File: config.mk
export PLATFORM = sky130hd
export DESIGN_NAME = anti_theft_ctrl
export DESIGN_NICKNAME = d
export VERILOG_FILES = /design/src/rtl/anti_theft_ctrl_pkg.sv /design/src/rtl/anti_theft_ctrl_timer.sv /design/src/rtl/anti_theft_ctrl.sv
export SDC_FILE = /design/constraint.sdc
export NUM_CORES = 1
export LEC_CHECK = 0
export ABC_AREA = 1
export CORE_UTILIZATION = 60
export CTS_CLUSTER_SIZE = 25
export DETAILED_ROUTE_END_ITERATION = 10
export PLACE_DENSITY = 0.8
export SLEW_MARGIN = 40
export SYNTH_ARGS = -nofsm -noshare
export SYNTH_HDL_FRONTEND = slang
export SYNTH_SLANG_ARGS = --single-unit
export TNS_END_PERCENT = 20
File: constraint.sdc
create_clock -name clock -period 2 [get_ports clock]
set_input_delay 0.4 -clock clock [delete_from_list [all_inputs] [get_ports clock]]
set_output_delay 0.4 -clock clock [all_outputs]
set_load 0.02 [all_outputs]
File: src/rtl/anti_theft_ctrl_pkg.sv
// Shared definitions for the anti-theft controller: FSM state encodings,
// delay-register select codes and the delay width.
package anti_theft_ctrl_pkg;

  localparam int DELAY_W = 4;

  typedef enum logic [2:0] {
    ST_ARMED       = 3'd0,
    ST_TRIGGERED   = 3'd1,
    ST_SOUND_ALARM = 3'd2,
    ST_DISARMED    = 3'd3,
    ST_WAIT_OPEN   = 3'd4,
    ST_WAIT_CLOSE  = 3'd5,
    ST_ARM_DELAY   = 3'd6
  } state_t;

  localparam logic [1:0] SEL_ARM   = 2'd0;
  localparam logic [1:0] SEL_DRV   = 2'd1;
  localparam logic [1:0] SEL_PASS  = 2'd2;
  localparam logic [1:0] SEL_ALARM = 2'd3;

endpackage

File: src/rtl/anti_theft_ctrl_timer.sv
// Shared seconds timer: free-running tick divider plus a 4-bit down-counter
// that pulses expired on the Nth tick after a start.
module alarm_timer
  import anti_theft_ctrl_pkg::*;
#(
  parameter int CLK_HZ = 100_000_000
) (
  input  logic               clock,
  input  logic               reset,
  input  logic               start,
  input  logic               cancel,
  input  logic [DELAY_W-1:0] value,
  output logic               expired,
  output logic               tick
);

  localparam int DIV_W = (CLK_HZ > 1) ? $clog2(CLK_HZ) : 1;
  localparam logic [DIV_W-1:0] DIV_MAX = DIV_W'(CLK_HZ - 1);

  logic [DIV_W-1:0]   div;
  logic [DELAY_W-1:0] count;
  logic               running;

  assign tick    = (div == DIV_MAX);
  assign expired = running && tick && (count == DELAY_W'(1));

  // A start realigns the divider so the first tick lands a full second later.
  always_ff @(posedge clock or negedge reset) begin
    if (!reset) begin
      div     <= '0;
      count   <= '0;
      running <= 1'b0;
    end else if (start) begin
      div     <= '0;
      count   <= value;
      running <= 1'b1;
    end else begin
      div <= tick ? '0 : div + DIV_W'(1);
      if (cancel) begin
        running <= 1'b0;
      end else if (running && tick) begin
        count <= count - DELAY_W'(1);
        if (count == DELAY_W'(1)) begin
          running <= 1'b0;
        end
      end
    end
  end

endmodule

File: src/rtl/anti_theft_ctrl.sv
// Car anti-theft controller: arm/trigger/alarm FSM sharing one seconds timer,
// a programmable delay register file and an independent fuel-pump latch.
module anti_theft_ctrl
  import anti_theft_ctrl_pkg::*;
#(
  parameter int CLK_HZ      = 100_000_000,
  parameter int T_ARM_DEF   = 6,
  parameter int T_DRV_DEF   = 8,
  parameter int T_PASS_DEF  = 15,
  parameter int T_ALARM_DEF = 10
) (
  input  logic       clock,
  input  logic       reset,
  input  logic       ignition,
  input  logic       door_driver,
  input  logic       door_pass,
  input  logic       hidden_sw,
  input  logic       brake,
  input  logic       reprogram,
  input  logic [1:0] time_sel,
  input  logic [3:0] time_value,
  output logic       status_led,
  output logic       siren,
  output logic       fuel_pump_on,
  output logic [2:0] state_out
);

  localparam logic [3:0][DELAY_W-1:0] DEFAULT_DELAY = {
    DELAY_W'(T_ALARM_DEF), DELAY_W'(T_PASS_DEF), DELAY_W'(T_DRV_DEF), DELAY_W'(T_ARM_DEF)
  };

  state_t                    state, state_nxt;
  logic [3:0][DELAY_W-1:0]   delay_q;
  logic                      led_q, led_nxt, siren_q, pump_q;
  logic                      tmr_start, tmr_cancel, tmr_expired, tmr_tick;
  logic [DELAY_W-1:0]        tmr_value;

  alarm_timer #(.CLK_HZ(CLK_HZ)) u_timer (
    .clock   (clock),
    .reset   (reset),
    .start   (tmr_start),
    .cancel  (tmr_cancel),
    .value   (tmr_value),
    .expired (tmr_expired),
    .tick    (tmr_tick)
  );

  // Writing zero restores the built-in default for that delay.
  always_ff @(posedge clock or negedge reset) begin
    if (!reset) begin
      delay_q <= DEFAULT_DELAY;
    end else if (reprogram) begin
      delay_q[time_sel] <= (time_value != '0) ? time_value : DEFAULT_DELAY[time_sel];
    end
  end

  // Next state and timer control; reprogram beats ignition beats doors beats expiry.
  always_comb begin
    state_nxt  = state;
    tmr_start  = 1'b0;
    tmr_cancel = 1'b0;
    tmr_value  = delay_q[SEL_ARM];
    if (reprogram) begin
      state_nxt  = ST_ARMED;
      tmr_cancel = 1'b1;
    end else begin
      case (state)
        ST_ARMED: begin
          if (ignition) begin
            state_nxt = ST_DISARMED;
          end else if (door_driver) begin
            state_nxt = ST_TRIGGERED;
            tmr_start = 1'b1;
            tmr_value = delay_q[SEL_DRV];
          end else if (door_pass) begin
            state_nxt = ST_TRIGGERED;
            tmr_start = 1'b1;
            tmr_value = delay_q[SEL_PASS];
          end
        end
        ST_TRIGGERED: begin
          if (ignition) begin
            state_nxt = ST_DISARMED;
          end else if (tmr_expired) begin
            state_nxt = ST_SOUND_ALARM;
            tmr_start = 1'b1;
            tmr_value = delay_q[SEL_ALARM];
          end
        end
        ST_SOUND_ALARM: begin
          if (ignition) begin
            state_nxt = ST_DISARMED;
          end else if (door_driver || door_pass) begin
            tmr_start = 1'b1;
            tmr_value = delay_q[SEL_ALARM];
          end else if (tmr_expired) begin
            state_nxt = ST_ARMED;
          end
        end
        ST_DISARMED: begin
          if (!ignition) state_nxt = ST_WAIT_OPEN;
        end
        ST_WAIT_OPEN: begin
          if (ignition)         state_nxt = ST_DISARMED;
          else if (door_driver) state_nxt = ST_WAIT_CLOSE;
        end
        ST_WAIT_CLOSE: begin
          if (ignition) begin
            state_nxt = ST_DISARMED;
          end else if (!door_driver) begin
            state_nxt = ST_ARM_DELAY;
            tmr_start = 1'b1;
            tmr_value = delay_q[SEL_ARM];
          end
        end
        ST_ARM_DELAY: begin
          if (ignition)                        state_nxt = ST_DISARMED;
          else if (door_driver || door_pass)   state_nxt = ST_WAIT_CLOSE;
          else if (tmr_expired)                state_nxt = ST_ARMED;
        end
        default: state_nxt = ST_ARMED;
      endcase
    end
  end

  // LED blinks only while resting in ARMED; entering ARMED starts it dark.
  always_comb begin
    led_nxt = 1'b0;
    case (state_nxt)
      ST_ARMED:       led_nxt = (state != ST_ARMED) ? 1'b0 : (led_q ^ tmr_tick);
      ST_TRIGGERED,
      ST_SOUND_ALARM,
      ST_ARM_DELAY:   led_nxt = 1'b1;
      default:        led_nxt = 1'b0;
    endcase
  end

  always_ff @(posedge clock or negedge reset) begin
    if (!reset) begin
      state   <= ST_ARMED;
      led_q   <= 1'b0;
      siren_q <= 1'b0;
    end else begin
      state   <= state_nxt;
      led_q   <= led_nxt;
      siren_q <= (state_nxt == ST_SOUND_ALARM);
    end
  end

  // Fuel pump latches on the full key+switch+brake combination and holds with ignition.
  always_ff @(posedge clock or negedge reset) begin
    if (!reset) begin
      pump_q <= 1'b0;
    end else begin
      pump_q <= ignition && (pump_q || (hidden_sw && brake));
    end
  end

  assign state_out    = state;
  assign status_led   = led_q;
  assign siren        = siren_q;
  assign fuel_pump_on = pump_q;

endmodule

==> impl_metrics.env <==
export IMPL_status="completed"
export IMPL_slew_viol_final=0
export IMPL_p_leak_nw=1.832
export IMPL_multi_input_area_um2=1802
export IMPL_wl_per_cell_um=14.19
export IMPL_clkPwrFrac=0.207
export IMPL_rows=26
export IMPL_rsz0062_at_grt="yes"
export IMPL_synth_edf_count=0
export IMPL_syn_nets=454
export IMPL_powerDensity_nw_per_um2=798.2
export IMPL_fin_skew_ns=0.01685
export IMPL_synth_top_cells_by_area="dfrtp_1 (34%), nand2_1 (12%), dfstp_2 (7.1%), nor2_1 (6.5%), inv_1 (5.2%)"
export IMPL_syn_area_um2=3343
export IMPL_p_switching_w=0.001162
export IMPL_final_hold_violation_count=0
export IMPL_cts_max_path_buffers=2
export IMPL_synth_top_flop_cell="dfrtp_1"
export IMPL_r2r_slack_ns=0.02
export IMPL_crit_arrival_ns=2.19
export IMPL_cp_required_ns=2.21
export IMPL_worstMarginPinSlew_ns=0.6368
export IMPL_die_h_um=76.65
export IMPL_cts_tree="built"
export IMPL_hpwl_um=5844
export IMPL_intPower_w=0.001991
export IMPL_fillers=406
export IMPL_cap_violations=0
export IMPL_grt_pass1_vias=2894
export IMPL_cp_max_fo=3
export IMPL_swShare=0.3687
export IMPL_grt_ovfl_total=0
export IMPL_initial_core_util=0.6383
export IMPL_synthCells=437
export IMPL_post_synth_most_frequent_cells="nand2_1 (105), nor2_1 (58), inv_1 (46), dfrtp_1 (45), nand3_1 (29)"
export IMPL_yosysTopAreaCellShare=0.3368
export IMPL_seq_area_um2=1363
export IMPL_cts_htree_levels=2
export IMPL_grt_pass1_wl_um=12900
export IMPL_drtIter0Drc=238
export IMPL_path_class="reg2reg"
export IMPL_slew_limit_headroom=0.5755
export IMPL_die_x_um=76.65
export IMPL_die_area_um2=5874
export IMPL_ir_drop_uv=503.5
export IMPL_cts_sinks=54
export IMPL_drc=0
export IMPL_antenna_found_initial=0
export IMPL_fin_crit_sh=0.9878
export IMPL_power_frac_comb=0.329
export IMPL_synth_area_leader_cell="dfrtp_1"
export IMPL_dr_pass1_iters=5
export IMPL_p_total_w=0.003153
export IMPL_syn_area_per_cell_um2=7.650
export IMPL_grt_max_degree=29
export IMPL_setup_viol=0
export IMPL_vias=3068
export IMPL_layout_drive_gt1_share=0.2091
export IMPL_coreArea_um2=5238
export IMPL_endpoint_kind="register"
export IMPL_routed_via_density=5.548
export IMPL_io_buffers=19
export IMPL_nets=499
export IMPL_fmax_ghz=0.5062
export IMPL_gp_congestion=0.9534
export IMPL_synth_seq_cells=54
export IMPL_wl_um=7848
export IMPL_cts_made_buffers=5
export IMPL_synthMostInstantiatedCell="nand2_1"
export IMPL_clk_pin_slew_ns=0.12
export IMPL_n_antenna_cell=0
export IMPL_postCtsHoldBufs=0
export IMPL_clock_latency_ns=0.33
export IMPL_critPathLaunchType="register"
export IMPL_period_minus_slack_ns=1.976
export IMPL_syn2layout_area_growth_pct=18.15
export IMPL_track_usage=0.2783
export IMPL_ioPinCount=20
export IMPL_synthDistinctLibCells=44
export IMPL_root_buffer="clkbuf_8"
export IMPL_synth_async_reset_ratio=1.000
export IMPL_yosysWarnings=0
export IMPL_antenna_left=0
export IMPL_seqPwrFrac=0.464
export IMPL_worstHoldPathType="in2async"
export IMPL_tns_ns=0
export IMPL_yosysSeqAreaShare=0.4076
==> per-layer routing <==
layer | routed length (µm) | track usage | vias to the layer above | share of wire
met5 | 0 | 0 | - | 0
met4 | 260 | 0.1038 | 0 | 0.033
met1 | 3369 | 0.3416 | 1447 | 0.43
met2 | 3942 | 0.5027 | 92 | 0.50
li1 | - | - | 1501 | -
met3 | 276 | 0.02754 | 28 | 0.035
==> critical path, cell delays in order (launching register included) <==
cell and delay, ns:
dfrtp_1 0.43, ha_4 0.19, nand2_4 0.06, nor2_4 0.16, nand2_2 0.09, nor3_2 0.22, nand2_1 0.13, nor2_2 0.17
nand2_2 0.08, nor2_2 0.11, xor2_1 0.18, nor3_2 0.05
==> flip-flops by register name (all words and copies together) (netlist names) <==
name             cells
u_timer.div         27
delay_q             16
u_timer.count        4
state_out            3
fuel_pump_on         1
siren                1
status_led           1
u_timer.running      1
==> power by group through the flow <==
stage          combinational [W]  sequential (W)  clock [W]
5_1_grt                  0.00117         0.00149   0.000690
3_5_place_dp            0.000934         0.00146          0
6_report                 0.00104         0.00146   0.000653
3_3_place_gp            0.000909         0.00145          0
2_1_floorplan           0.000612         0.00145          0
4_1_cts                 0.000936         0.00144   0.000652
==> placed cells by master, fill, tap and decap left out, drive strengths merged, types with 2 or more instances in the layout <==
cell | netlist | layout
nand2 | 111 | 111
nor2 | 66 | 66
inv | 53 | 54
dfrtp | 45 | 45
nand3 | 31 | 31
nor3 | 27 | 27
o21ai | 25 | 25
buf | 4 | 24
xor2 | 18 | 18
clkdlybuf4s50 | 0 | 18
a21oi | 16 | 16
dfstp | 9 | 9
nand4 | 8 | 8
clkbuf | 0 | 5
nor4 | 5 | 5
nor3b | 3 | 3
ha | 3 | 3
and2 | 2 | 2
o31ai | 2 | 2
clkinvlp | 0 | 2
or2 | 2 | 2
clkinv | 2 | 2
==> worst paths after layout <==
check | cells past startpoint | endpoint | start
min | 1 | u_timer.div[6] | reset
max reg2reg | 11 | u_timer.div[26] | u_timer.div[1]
max in group asynchronous | 2 | fuel_pump_on | reset
min in group clock | 2 | delay_q[7] | delay_q[7]
max | 11 | u_timer.div[26] | u_timer.div[1]
min reg2reg | 2 | delay_q[7] | delay_q[7]
==> area by class of cell <==
type	instances	share of cell area
Multi-Input combinational cell	324	0.4561
Sequential cell	54	0.3449
Timing Repair Buffer	42	0.1001
Inverter	55	0.05322
Tap cell	70	0.02217
Clock buffer	5	0.01742
Clock inverter	3	0.006018
==> repair_timing <==
| action | CTS | global route |
|---|---|---|
| pin swaps | 0 | 7 |
| buffers inserted | 0 | 4 |
| gates cloned | 0 | 0 |
| endpoints found under the setup margin | 1 | 32 |
| resized for setup | 1 | 18 |
==> cells by family (layout without fill, tap and decap cells) <==
logic type | Yosys count | count (layout) | share of synthesized area
compound gates | 46 | 46 | 0.07522
buf+inv | 59 | 105 | 0.07560
flops | 54 | 54 | 0.4076
xor+xnor | 19 | 19 | 0.04978
simple gates | 256 | 256 | 0.3806
fa+ha+maj | 3 | 3 | 0.01123
==> metrics by stage <==
stage / cell area (µm²) / worst slack (ns) / cells / hold WS (ns) / util
6_report: 3950 / 0.02437 / 553 / 0.07479 / 0.7542
5_1_grt: 3950 / -0.07210 / 553 / 0.1410 / 0.7542
4_1_cts: 3851 / 0.004879 / 549 / 0.1099 / 0.7353
3_5_place_dp: 3754 / -0.1522 / 541 / 0.4575 / 0.7167
3_3_place_gp: 3754 / -0.1078 / 541 / 0.4510 / 0.7167
2_1_floorplan: 3343 / 0.3175 / 437 / 0.1044 / -
No activity file was read; power rests on OpenSTA's default activity.
